`config.mk`:
```
export PLATFORM = sky130hd
export DESIGN_NAME = sample_normalizer
export DESIGN_NICKNAME = d
export VERILOG_FILES = /design/src/rtl/sample_normalizer.sv
export SDC_FILE = /design/constraint.sdc
export NUM_CORES = 1
export LEC_CHECK = 0
export CORE_ASPECT_RATIO = 1.1
export CORE_UTILIZATION = 58
export DETAILED_ROUTE_END_ITERATION = 8
export DONT_BUFFER_PORTS = 1
export PLACE_DENSITY = 0.82
export SLEW_MARGIN = 20
export SYNTH_ARGS = -nofsm -noshare
export SYNTH_HDL_FRONTEND = slang
export SYNTH_SLANG_ARGS = --single-unit
```
`constraint.sdc`:
```
create_clock -name clk -period 3.23 [get_ports clk]
set_clock_uncertainty 0.1 [all_clocks]
set_input_delay 0.323 -clock clk [delete_from_list [all_inputs] [get_ports clk]]
set_output_delay 0.323 -clock clk [all_outputs]
set_load 0.02 [all_outputs]
```
`src/rtl/sample_normalizer.sv`:
```
// Pipelined signed-integer to sign/exponent/mantissa normalizer with valid/ready flow control.
// Two register stages: S1 holds the magnitude, S2 holds the normalized result.

module high_bit_finder #(
  parameter int  WIDTH = 24,
  localparam int EW    = $clog2(WIDTH)
) (
  input  logic [WIDTH-1:0] value_i,
  output logic [EW-1:0]    shift_o
);

  // Left shift that brings the highest set bit to the MSB; undefined (0) for a zero input.
  always_comb begin
    // NOTE: default first so every path assigns shift_o and no latch is inferred.
    shift_o = '0;
    for (int i = 0; i < WIDTH; i++) begin
      if (value_i[i]) shift_o = EW'(WIDTH - 1 - i);
    end
  end

endmodule

module sample_normalizer #(
  parameter int  WIDTH = 24,
  localparam int EW    = $clog2(WIDTH)
) (
  input  logic             clk,
  input  logic             reset,
  input  logic             in_valid,
  output logic             in_ready,
  input  logic [WIDTH-1:0] in_data,
  output logic             out_valid,
  input  logic             out_ready,
  output logic             out_sign,
  output logic [EW-1:0]    out_exponent,
  output logic [WIDTH-1:0] out_mantissa,
  output logic             out_zero
);

  typedef struct packed {
    logic             sign;
    logic [EW-1:0]    exponent;
    logic [WIDTH-1:0] mantissa;
    logic             zero;
  } result_t;

  logic             s1_valid_q, s1_valid_d;
  logic             s1_sign_q,  s1_sign_d;
  logic [WIDTH-1:0] s1_mag_q,   s1_mag_d;
  logic             s2_valid_q, s2_valid_d;
  result_t          s2_res_q,   s2_res_d;

  logic             s1_load;
  logic             s2_load;
  logic [EW-1:0]    shift;

  // A stage may load when it is empty or its contents move on this edge.
  assign s2_load  = !s2_valid_q || out_ready;
  assign s1_load  = !s1_valid_q || s2_load;
  assign in_ready = s1_load;

  high_bit_finder #(.WIDTH(WIDTH)) u_high_bit_finder (
    .value_i (s1_mag_q),
    .shift_o (shift)
  );

  // Two's-complement negate stays in WIDTH bits, so the most negative input
  // maps to 2^(WIDTH-1) as an unsigned magnitude.
  always_comb begin
    s1_valid_d = s1_valid_q;
    s1_sign_d  = s1_sign_q;
    s1_mag_d   = s1_mag_q;
    if (s1_load) begin
      s1_valid_d = in_valid;
      s1_sign_d  = in_data[WIDTH-1];
      s1_mag_d   = in_data[WIDTH-1] ? (~in_data + WIDTH'(1)) : in_data;
    end
  end

  always_comb begin
    s2_valid_d = s2_valid_q;
    s2_res_d   = s2_res_q;
    if (s2_load) begin
      s2_valid_d = s1_valid_q;
      if (s1_mag_q == '0) begin
        s2_res_d = '{sign: 1'b0, exponent: '0, mantissa: '0, zero: 1'b1};
      end else begin
        s2_res_d.sign     = s1_sign_q;
        s2_res_d.exponent = EW'(WIDTH - 1) - shift;
        s2_res_d.mantissa = s1_mag_q << shift;
        s2_res_d.zero     = 1'b0;
      end
    end
  end

  // Data registers are cleared with the valids so the outputs read all-zero after reset.
  always_ff @(posedge clk) begin
    // NOTE: non-blocking assignments so every register samples pre-edge values.
    if (reset) begin
      s1_valid_q <= 1'b0;
      s1_sign_q  <= 1'b0;
      s1_mag_q   <= '0;
      s2_valid_q <= 1'b0;
      s2_res_q   <= '0;
    end else begin
      s1_valid_q <= s1_valid_d;
      s1_sign_q  <= s1_sign_d;
      s1_mag_q   <= s1_mag_d;
      s2_valid_q <= s2_valid_d;
      s2_res_q   <= s2_res_d;
    end
  end

  assign out_valid    = s2_valid_q;
  assign out_sign     = s2_res_q.sign;
  assign out_exponent = s2_res_q.exponent;
  assign out_mantissa = s2_res_q.mantissa;
  assign out_zero     = s2_res_q.zero;

endmodule
```
==> results of run 1 <==
==> kinds of logic after synthesis <==
| group | Yosys count | share of synthesized area (%) |
|---|---|---|
| AOI/OAI and AO/OA | 184 | 31.9 |
| xor gates and xnor gates | 21 | 4.36 |
| adders and majority gates | 1 | 0.296 |
| buffers and inverters | 56 | 6.23 |
| DFF | 58 | 27.5 |
| muxes | 30 | 7.29 |
| and+or+nand+nor | 193 | 22.4 |
==> final cells by class <==
class / instances / area (um^2) / area share [%]
Inverter: 10 / 37.5 / 0.821
Timing Repair Buffer: 27 / 218 / 4.76
Clock buffer: 9 / 124 / 2.71
Multi-Input combinational cell: 429 / 2800 / 61.2
Tap cell: 85 / 106 / 2.33
Sequential cell: 58 / 1160 / 25.4
Clock inverter: 7 / 125 / 2.74
==> timing repair <==
| action | CTS | global route |
|---|---|---|
| resized for setup | 0 | 0 |
| buffers inserted | 0 | 0 |
| hold endpoints to repair | 45 | 0 |
| hold buffers | 2 | 0 |
==> worst max path at each step <==
| stage | startpoint | to | slack [ns] | cells past startpoint |
|---|---|---|---|---|
| 6_report | s1_mag_q[4]$_SDFFE_PP0P_ | out_mantissa[14]$_SDFFE_PP0P_ | 0.22 | 8 |
| 3_3_place_gp | s1_mag_q[4]$_SDFFE_PP0P_ | out_mantissa[14]$_SDFFE_PP0P_ | 0.31 | 8 |
| 4_1_cts | s1_mag_q[22]$_SDFFE_PP0P_ | out_mantissa[21]$_SDFFE_PP0P_ | 0.27 | 8 |
| 2_1_floorplan | in_data[0] | s1_mag_q[16]$_SDFFE_PP0P_ | 0.61 | 10 |
| 5_1_grt | s1_mag_q[22]$_SDFFE_PP0P_ | out_mantissa[21]$_SDFFE_PP0P_ | 0.01 | 8 |
| 3_5_place_dp | s1_mag_q[4]$_SDFFE_PP0P_ | out_mantissa[14]$_SDFFE_PP0P_ | 0.30 | 8 |
==> per-stage QoR <==
| stage | setup WS [ns] | cell area (um^2) | util (%) |
|---|---|---|---|
| after floorplan | 0.609 | 4220 | - |
| after global placement | 0.306 | 4290 | 61.3 |
| after detailed placement | 0.303 | 4290 | 61.3 |
| after CTS | 0.270 | 4570 | 65.2 |
| after global routing | 0.0101 | 4570 | 65.2 |
| final | 0.222 | 4570 | 65.2 |
==> flip-flops by register name, indices dropped and copies added, names as in the netlist <==
register,flops
out_mantissa,24
s1_mag_q,24
out_exponent,5
out_sign,1
out_valid,1
out_zero,1
s1_sign_q,1
s1_valid_q,1
==> power by group through the flow <==
stage | Combinational (mW) | Sequential, mW | Clock, mW
after CTS | 0.852 | 0.968 | 0.862
after global placement | 0.821 | 0.982 | 0
final | 0.873 | 0.970 | 0.869
after global routing | 0.935 | 0.980 | 0.898
after detailed placement | 0.831 | 0.985 | 0
after floorplan | 0.676 | 0.936 | 0
==> routing by layer <==
layer	part of all wire [%]	routed length [um]	global-route usage, %	up-vias
li1	-	-	-	2015
met4	5.1	621	18.1	0
met3	8.0	979	7.00	64
met1	41	4980	38.6	1965
met2	46	5640	52.8	277
met5	0	0	0	-
==> critical path, cell delays in order (launching register included) <==
cell and delay, ns:
dfxtp_1 0.43, or4_1 0.62, o211ai_2 0.34, nand2_2 0.24, mux2i_1 0.25, mux2i_1 0.10, o22ai_1 0.44, nor2_1 0.11
a221o_1 0.27
==> placed cells by master, fill, tap and decap left out, types with 12 or more instances in the layout <==
cell type / instances
a21oi_1: 39
buf_4: 25
dfxtp_1: 58
mux2i_1: 24
o31ai_1: 12
a211oi_1: 28
nand2_1: 47
nor2_1: 68
xor2_1: 18
nor3_1: 14
o21ai_0: 24
==> flow_metrics.env, run 1 <==
export IMPL_status="finished, final reports clean"
export IMPL_clkSinkCount=58
export IMPL_r2r_cells=8
export IMPL_synth_edf_count=0
export IMPL_end_kind="register"
export IMPL_port_buffers=0
export IMPL_placementRows=32
export IMPL_synthFlopType="dfxtp_1"
export IMPL_leakage_nw=1.76
export IMPL_drt_initial_drc_count=456
export IMPL_synth_area_um2=4220
export IMPL_wl_um=12200
export IMPL_tritoncts="yes"
export IMPL_final_cells=625
export IMPL_swShare_pct=38.3
export IMPL_min_from="in_data[0]"
export IMPL_ir_drop_v=0.000399
export IMPL_dr_total_vias=4321
export IMPL_rsz0062_at_grt="no"
export IMPL_clockPowerShare_pct=32.0
export IMPL_fin_nets=564
export IMPL_synth_most_common_cell="nor2_1"
export IMPL_min_to="s1_mag_q[0]$_SDFFE_PP0P_"
export IMPL_powerDensity_nw_per_um2=593
export IMPL_synth_top_cell_by_area="dfxtp_1"
export IMPL_r2r_start="s1_mag_q[4]$_SDFFE_PP0P_"
export IMPL_ys_ff_latch=58
export IMPL_hold_violations=0
export IMPL_wl_per_cell_um=19.6
export IMPL_power_frac_comb_pct=32.2
export IMPL_arrival_ns=3.15
export IMPL_maxCapViolCount=0
export IMPL_yosys_top_cells_count="nor2_1, dfxtp_1, nand2_1"
export IMPL_cts_buffers=9
export IMPL_final_antenna_net_count=0
export IMPL_core_area_um2=7010
export IMPL_ctsHtreeMaxLevel=3
export IMPL_synthCells=543
export IMPL_fillerInstances=613
export IMPL_synth_area_leaders="dfxtp_1, nor2_1, mux2i_1"
export IMPL_hpwl_um=8850
export IMPL_clock_fmax_ghz=0.332
export IMPL_gr_total_overflow=0
export IMPL_first_pass_iters=5
export IMPL_cts_buffer_depth=2
export IMPL_min_period_ns=3.01
export IMPL_ys_warn_count=0
export IMPL_relSlewSlack_pct=65.1
export IMPL_ios=61
export IMPL_worst_slew_pin_slew_ns=0.519
export IMPL_areaGrowthSynthToFinish_pct=8.30
export IMPL_synth_top_cell_area_share_pct=27.5
export IMPL_synth_seq_area_share_pct=27.5
export IMPL_drive_above_1_share_pct=13.7
export IMPL_cts_clk_slew_worst_paths_ns=0.08
export IMPL_finalSetupTns_ns=0
export IMPL_dp_cells=607
export IMPL_setup_violations=0
export IMPL_antenna_cells=0
export IMPL_grt_max_degree=46
export IMPL_path_class="register to register"
export IMPL_dieWidth_um=83.3
export IMPL_startpoint_type="register"
export IMPL_antenna_found_initial=0
export IMPL_drc=0
export IMPL_switching_power_mw=1.04
export IMPL_grt_pass1_wl_um=19700
export IMPL_whs_path_depth=2
export IMPL_cp_max_fo=10
export IMPL_async_flop_share_pct=0
export IMPL_start_util_pct=60.2
export IMPL_hold_class="input pin to register"
export IMPL_die_area_um2=7620
export IMPL_ys_types=73
export IMPL_internal_power_mw=1.67
export IMPL_drt_vias_per_instance=6.91
export IMPL_clock_root_buffer="clkbuf_8"
export IMPL_syn_nets=572
export IMPL_reg2reg_to="out_mantissa[14]$_SDFFE_PP0P_"
export IMPL_pwr_share_seq_pct=35.8
export IMPL_grt_pass1_vias=4050
export IMPL_die_h_um=91.5
export IMPL_totalPowerFinal_mw=2.71
export IMPL_finalCritPeriodShare_pct=93.1
export IMPL_r2r_slack_ns=0.22
export IMPL_holdWs_ns=0.0123
export IMPL_gp_congestion=0.937
export IMPL_synth_area_per_cell_um2=7.77
export IMPL_grt_usage_pct=32.1
export IMPL_maxSlewViolCount=0
export IMPL_clkLatencyLatePin_ns=0.35
export IMPL_worstPathRequired_ns=3.37
No activity file was read; power rests on OpenSTA's default activity.
==> run 2: changes to the inputs <==
--- a/config.mk
+++ b/config.mk
@@ -6,10 +6,10 @@
 export NUM_CORES = 1
 export LEC_CHECK = 0
 export CORE_ASPECT_RATIO = 1.1
-export CORE_UTILIZATION = 58
+export CORE_MARGIN = 2
+export CORE_UTILIZATION = 55
 export DETAILED_ROUTE_END_ITERATION = 8
-export DONT_BUFFER_PORTS = 1
-export PLACE_DENSITY = 0.82
+export PLACE_DENSITY = 0.89
 export SLEW_MARGIN = 20
 export SYNTH_ARGS = -nofsm -noshare
 export SYNTH_HDL_FRONTEND = slang
==> flow_metrics.env, run 2 (synthesis results as in run 1) <==
export IMPL_crit_path_max_incr_delay_ns=0.44
export IMPL_cp_max_fo=13
export IMPL_seqCellArea_um2=1160
export IMPL_end_kind="register"
export IMPL_wl_met1_um=4940
export IMPL_core_area_um2=7430
export IMPL_min_period_ns=3.14
export IMPL_wl_per_cell_um=18.6
export IMPL_maxCapViolCount=0
export IMPL_clock_fmax_ghz=0.319
export IMPL_fin_nets=629
export IMPL_start_util_pct=56.8
export IMPL_drt_initial_drc_count=410
export IMPL_finalSetupTns_ns=0
export IMPL_path_class="register to register"
export IMPL_holdWs_ns=0.350
export IMPL_ctsHtreeMaxLevel=3
export IMPL_worst_slew_pin_slew_ns=0.805
export IMPL_path_cells="nor2_1, o21ai_0, nand2_1, nand2_1, buf_4, and3_1, a211o_1, a21o_1, a32o_1"
export IMPL_grt_pass1_vias=4105
export IMPL_gr_total_overflow=0
export IMPL_tritoncts="yes"
export IMPL_antenna_cells=0
export IMPL_cts_clk_slew_worst_paths_ns=0.07
export IMPL_relSlewSlack_pct=46.3
export IMPL_die_area_um2=8390
export IMPL_fillerInstances=620
export IMPL_rsz0062_at_grt="no"
export IMPL_cts_resized=0
export IMPL_drive_above_1_share_pct=13.1
export IMPL_multi_input_area_um2=2800
export IMPL_postCtsHoldBufs=0
export IMPL_path_buf_inv=1
export IMPL_final_common_cell="nor2_1"
export IMPL_arrival_ns=3.27
export IMPL_startpoint_type="register"
export IMPL_drc=0
export IMPL_ios=61
export IMPL_status="finished, final reports clean"
export IMPL_areaGrowthSynthToFinish_pct=22.7
export IMPL_cp_slowest_cell="dfxtp_1"
export IMPL_worstPathRequired_ns=3.36
export IMPL_dr_total_vias=4603
export IMPL_post_cts_buffers=0
export IMPL_wl_um=12900
export IMPL_first_pass_iters=5
export IMPL_cpMostUsedCell="nand2_1"
export IMPL_leakage_nw=1.99
export IMPL_finalCritPeriodShare_pct=97.1
export IMPL_grt_usage_pct=30.9
export IMPL_critical_path_top_delay_family="simple AND/OR/NAND/NOR gates"
export IMPL_drt_vias_per_instance=6.66
export IMPL_cts_buffer_depth=2
export IMPL_hold_class="register to register"
export IMPL_grt_pass1_wl_um=20400
export IMPL_clkSinkCount=58
export IMPL_most_common_layout_cells="nor2_1, clkdlybuf4s50_1, dfxtp_1"
export IMPL_clkLatencyLatePin_ns=0.35
export IMPL_hpwl_um=9610
export IMPL_powerDensity_nw_per_um2=538
export IMPL_wl_met3_um=954
export IMPL_clock_root_buffer="clkbuf_8"
export IMPL_port_buffers=60
export IMPL_totalPowerFinal_mw=2.78
export IMPL_cts_buffers=9
export IMPL_top_layer_used="met4"
export IMPL_dieWidth_um=87.5
export IMPL_gp_congestion=0.976
export IMPL_die_h_um=95.9
export IMPL_antenna_found_initial=0
export IMPL_ir_drop_v=0.000286
export IMPL_setup_violations=0
export IMPL_wl_met2_um=6180
export IMPL_placementRows=33
export IMPL_maxSlewViolCount=0
export IMPL_final_antenna_net_count=0
export IMPL_grt_max_degree=44
export IMPL_hold_violations=0
-- run 2: cell types whose count changed in the layout (fill, tap and decap cells not counted) --
cell / before / now
dlygate4sd3_1: 1 / 0
buf_4: 25 / 31
clkinv_4: 3 / 1
clkbuf_8: 9 / 10
bufinv_16: 3 / 2
inv_6: 1 / 0
clkdlybuf4s50_1: 0 / 60
clkinv_2: 0 / 2
-- run 2: worst reg2reg max path: cells and delay by family, from the launching register on --
family	cells	cell delay (ns)
buffers and inverters	1	0.25
AOI/OAI and AO/OA	4	1.06
DFF	1	0.44
and+or+nand+nor	4	1.19
-- run 2: worst paths after layout --
check / from / to / slack [ns] / depth (start not counted)
worst min-delay path: out_mantissa[7]$_SDFFE_PP0P_ / out_mantissa[7]$_SDFFE_PP0P_ / 0.35 / 2
worst max-delay path: s1_mag_q[22]$_SDFFE_PP0P_ / out_mantissa[16]$_SDFFE_PP0P_ / 0.09 / 9
worst min register to register: out_mantissa[7]$_SDFFE_PP0P_ / out_mantissa[7]$_SDFFE_PP0P_ / 0.35 / 2
worst max register to register: s1_mag_q[22]$_SDFFE_PP0P_ / out_mantissa[16]$_SDFFE_PP0P_ / 0.09 / 9
-- run 2: metal layers --
metal / track usage [%] / vias to the layer above
met5: 0 / -
met4: 18.2 / 0
met3: 5.23 / 70
met2: 52.5 / 270
met1: 36.2 / 2113
li1: - / 2150
-- run 2: cell type report --
cell class	count	share of cell area [%]
multi-input cells	429	54.1
flip-flops and latches	58	22.4
repair buffers	92	16.5
clock buffers	10	2.66
well taps	87	2.10
clock inverters	5	1.52
inverters	10	0.725
-- run 2: report_power, final --
| part | switching (mW) | internal (mW) |
|---|---|---|
| sequential | 0.0906 | 0.802 |
| clock | 0.296 | 0.449 |
| combinational | 0.646 | 0.498 |
-- run 2: through the flow --
step	instance area, um^2	util [%]	worst slack [ns]	instances
after global placement	4960	66.7	0.0835	676
final	5180	69.6	0.0928	691
after floorplan	4220	-	0.609	543
after detailed placement	4960	66.7	-0.0358	676
after global routing	5180	69.6	0.0374	691
after CTS	5180	69.6	0.175	691
==> patch 1, RTL diff (flow settings as in run 2) <==
Reset style: asynchronous (`reset`), changed in one clocked block.
--- a/src/rtl/sample_normalizer.sv
+++ b/src/rtl/sample_normalizer.sv
@@ -95,5 +95,5 @@
 
   // Data registers are cleared with the valids so the outputs read all-zero after reset.
-  always_ff @(posedge clk) begin
+  always_ff @(posedge clk or posedge reset) begin
     // NOTE: non-blocking assignments so every register samples pre-edge values.
     if (reset) begin
Function: differs if reset is asserted again (counterexample within 4 cycles, from zero or initial values and one cycle with reset high); with reset held inactive, the same outputs for 4 cycles.
==> patch 1 against run 2 <==
- first-iteration DRC count decreased by 20%
- worst hold slack got worse by 0.28 ns
- total power up 2.1%
- maximum frequency up 2.8%
- the run now ends with DRC left
- cell count is 11% lower
- area after synthesis shrank 4.1%
- critical path type unchanged
- design area down 5.6%
- wire length fell by 19%
- setup slack better by 0.086 ns
- sequential cell count did not move
==> patch 1: results (changes against run 2) <==
* Outcome: complete, but fails checks
* Failing checks: DRC
* Fin nets at 557 (-11%)
* Worst-margin pin slew at 0.710 ns (-0.0950 ns)
* Top area cells in the synthesized netlist: dfrtp_1, mux2i_1, nor2_1
* Worst flop-to-flop path startpoint: s1_mag_q[12]$_DFFE_PP0P_
* Psw at 1100 uW (+6.6%)
* Count of different cell masters after synthesis at 63 (-14%)
* DRT Pass-1 Iters at 8 (+3)
* Post-Place Cells at 602 (-11%)
* Routability cong. at 0.969 (-0.71%)
* First-pass GRT wire length at 17.5 mm (-14%)
* Final Non-Filler Cells at 615 (-11%)
* Vias per cell at 6.16 (-7.5%)
* Initial detailed-routing violation count at 326 (-20%)
* Share of cells above drive strength 1 at 9.43% (-3.6 points)
* Post-synthesis sequential area ratio at 35.9% (+8.4 points)
* Worst Path Arrival at 3.15 ns (-0.12 ns)
* Leading cell types by count after synthesis: nor2_1, dfrtp_1, nand2_1
* Hold/Removal Path Class: input pin to async pin
* Largest net degree at the start of global routing at 54 (+23%)
* Max Fanout on Critical Path at 8 (-5)
* Number of global-route vias before repair at 3596 (-12%)
* Lkg Pwr at 0.00208 uW (+4.5%)
* Tot GR Track Use at 27.3% (-3.6 points)
* Async SR Flop Fraction at 100% (+100 points)
* FF-to-FF setup slack at 0.18 ns (+0.09 ns)
* Clock Latency Late Sink at 0.34 ns
* Final wirelength at 10.4 mm (-19%)
* Reg2Reg Depth at 7 (-2)
* Die ar. at 0.00806 sq mm (-3.9%)
* DRC Markers at 7 (+7)
* Worst vdd ir at 261 uV (-8.8%)
* Post-DP HPWL at 7.69 mm (-20%)
* Antenna violations before repair at 0 (unchanged)
* Syn Area/Cell at 8.57 sq um (+10%)
* Mapped Nets at 501 (-12%)
-- patch 1: changes by cell type after synthesis, moves of 5 or more --
cell / delta
dfrtp_1: +58
dfxtp_1: -58
a211oi_1: -21
a22oi_1: -8
nor2_1: -8
nor3_1: -8
nand2_1: -7
a22o_1: +6
clkbuf_1: -6
o21ai_0: -6
o211ai_1: -5
o22ai_1: -5
-- patch 1: power by group through the flow --
| stage | Clock [uW] | Combinational, uW | Sequential [uW] |
|---|---|---|---|
| 2_1_floorplan | 0 | 684 | 1120 |
| 3_3_place_gp | 0 | 1220 | 1040 |
| 3_5_place_dp | 0 | 1250 | 1050 |
| 4_1_cts | 531 | 1250 | 1040 |
| 5_1_grt | 563 | 1370 | 1070 |
| 6_report | 529 | 1270 | 1050 |
-- patch 1: routing by layer --
metal,vias to the layer above,track usage (%),wire [microns]
li1,1832,-,-
met2,155,45.4,4930
met3,27,5.36,572
met1,1777,35.8,4620
met5,-,0,0
met4,0,8.60,250
-- patch 1: worst min-delay path by stage --
stage,start,slack (ns),endpoint,depth (start not counted)
after floorplan,in_valid,0.33,s1_valid_q$_DFFE_PP0P_,1
after global placement,out_exponent[3]$_DFFE_PP0P_,0.35,out_exponent[3]$_DFFE_PP0P_,2
after detailed placement,out_exponent[3]$_DFFE_PP0P_,0.37,out_exponent[3]$_DFFE_PP0P_,2
after CTS,reset,0.07,out_mantissa[5]$_DFFE_PP0P_,2
after global routing,reset,0.07,out_mantissa[4]$_DFFE_PP0P_,2
final,reset,0.07,out_mantissa[5]$_DFFE_PP0P_,2
-- patch 1: area by class of cell --
class	count	area share (%)
Multi-Input combinational cell	369	49.1
Clock buffer	12	2.76
Sequential cell	58	29.7
Timing Repair Buffer	81	15.5
Clock inverter	1	0.102
Tap cell	85	2.18
Inverter	9	0.691
-- patch 1: worst max-delay path, cell delays in order, from the launching register on --
cell and delay (ns):
dfrtp_1 0.49, or4_1 0.60, a21o_1 0.19, and3_1 0.17
a2111oi_0 0.65, mux2i_1 0.33, a32oi_1 0.29, a21oi_1 0.10
-- patch 1: logic make-up after synthesis --
kind of cell	synth area share, %
AO/OA/AOI/OAI	23.6
XOR/XNOR	4.55
adder cells (fa/ha/maj)	0.309
buffers and inverters	5.10
flip-flops	35.9
multiplexers	10.6
AND/OR/NAND/NOR	20.0
-- patch 1: through the flow --
stage	setup slack, ns	utilization (%)	instance area [sq um]
after floorplan	0.531	-	4050
after global placement	0.348	66.9	4740
after detailed placement	0.221	66.9	4740
after CTS	0.220	68.9	4880
after global routing	0.0353	69.0	4890
final	0.179	69.0	4890
-- patch 1: what timing repair did --
item,CTS,global route
endpoints found under the setup margin,0,1
hold endpoints to repair,0,0
gates resized for setup,0,2
==> patch 2, RTL diff (config.mk and constraints of run 2) <==
Without the edit above. `WIDTH` is set to 24 in 2 places; all go to 32.
--- a/src/rtl/sample_normalizer.sv
+++ b/src/rtl/sample_normalizer.sv
@@ -3,5 +3,5 @@
 
 module high_bit_finder #(
-  parameter int  WIDTH = 24,
+  parameter int  WIDTH = 32,
   localparam int EW    = $clog2(WIDTH)
 ) (
@@ -22,5 +22,5 @@
 
 module sample_normalizer #(
-  parameter int  WIDTH = 24,
+  parameter int  WIDTH = 32,
   localparam int EW    = $clog2(WIDTH)
 ) (
Interface: changed (resized in_data and out_mantissa); port bits go from 61 to 77. No check against the original RTL was run, so the function may have changed too.
==> patch 2 against run 2 <==
- first-iteration DRC count increased by 6.6%
- design area grew 38%
- via count increased by 32%
- area after synthesis increased by 29%
- setup slack improved by 0.024 ns
- sequential cell count up 16
- wire length is 43% higher
- critical path depth is 2 higher
- die area is 27% higher
- clock power grew 5.4%
- total power grew 34%
- largest cell class unchanged
==> patch 2: results (changes against run 2) <==
* Outcome: finished, final reports clean
* Worst vdd ir at 268 uV (-6.2%)
* Largest delay contributor family on the critical path: compound AO/OA/AOI/OAI gates
* Count of different cell masters after synthesis at 76 (+4.1%)
* Mapped Nets at 746 (+30%)
* Filler cell count at 722 (+16%)
* GRT met2 Usage at 58.8% (+6.3 points)
* Max Fanout on Critical Path at 10 (-3)
* Post-Place Cells at 937 (+39%)
* Final wirelength at 18.4 mm (+43%)
* Synth Area in XOR/XNOR at 4.67% (+0.31 points)
* Seq area share at 20.8% (-1.6 points)
* Post-DR wirelength/cell at 19.2 microns (+2.9%)
* Signal buffers at 177 (+92%)
* Top area cells in the synthesized netlist: dfxtp_1, mux2i_1, nor2_1
* WL met1 at 7.23 mm (+46%)
* Max incr delay on CP at 0.56 ns (+0.12 ns)
* #FFs+latches synth at 74 (+28%)
* Psw at 1430 uW (+38%)
* HP Start: reset
* CP Capture Point: out_mantissa[23]$_SDFFE_PP0P_
* Met3 wire length at 1.23 mm (+29%)
* DR WL met2 at 9.04 mm (+46%)
* Multi-input gate area at 0.00367 sq mm (+31%)
* Leading cell types by count after synthesis: nor2_1, nand2_1, dfxtp_1
* Post-synthesis sequential area ratio at 27.3% (-0.26 points)
* Worst Setup SP: s1_mag_q[18]$_SDFFE_PP0P_
* Lkg Pwr at 0.00288 uW (+44%)
* Routability cong. at 0.967 (-0.86%)
* Power in the clock group at 786 uW (+5.4%)
* Reg2Reg Depth at 11 (+2)
* Hold path endpoint: out_mantissa[23]$_SDFFE_PP0P_
* Initial detailed-routing violation count at 437 (+6.6%)
* Fin nets at 871 (+38%)
* Worst-margin pin slew at 0.960 ns (+0.155 ns)
* GRT met3 Usage at 5.43% (+0.20 points)
* Post-DP HPWL at 14.3 mm (+48%)
* Mux cell area share after synthesis at 10.9% (+3.6 points)
* P_seq at 1130 uW (+27%)
* GR Util met1 at 41.1% (+4.9 points)
* Adder-Cell Fraction of Synth Area at 0.230% (-0.066 points)
* Tot GR Track Use at 34.2% (+3.4 points)
* Buffer share of cell area at 21.9% (+5.5 points)
## patch 2: changes by cell type after synthesis, moves of 5 or more
cell and delta:
clkbuf_1 +10, mux2i_1 +11, nor3_1 +9, a211oi_1 +12, dfxtp_1 +16, o21ai_0 +9, xor2_1 +10, a22oi_1 +8
nand3_1 +12, a22o_1 +5, nor2_1 +19, nand2_1 +34, mux4_2 +5
## patch 2: through the flow
stage          instance area (sq um)  utilization, %  hold WS [ns]  worst slack (ns)
2_1_floorplan                   5440               -         0.332             0.400
3_3_place_gp                    6810            69.8         0.326           -0.0815
3_5_place_dp                    6810            69.8         0.344            -0.242
4_1_cts                         7020            72.1         0.216            0.0524
5_1_grt                         7130            73.1         0.242          -0.00489
6_report                        7130            73.1         0.242             0.117
## patch 2: repair_timing
item | in CTS | in global routing
setup buffers | 0 | 6
hold buffers | 0 | 0
endpoints found under the setup margin | 0 | 22
gates resized for setup | 0 | 15
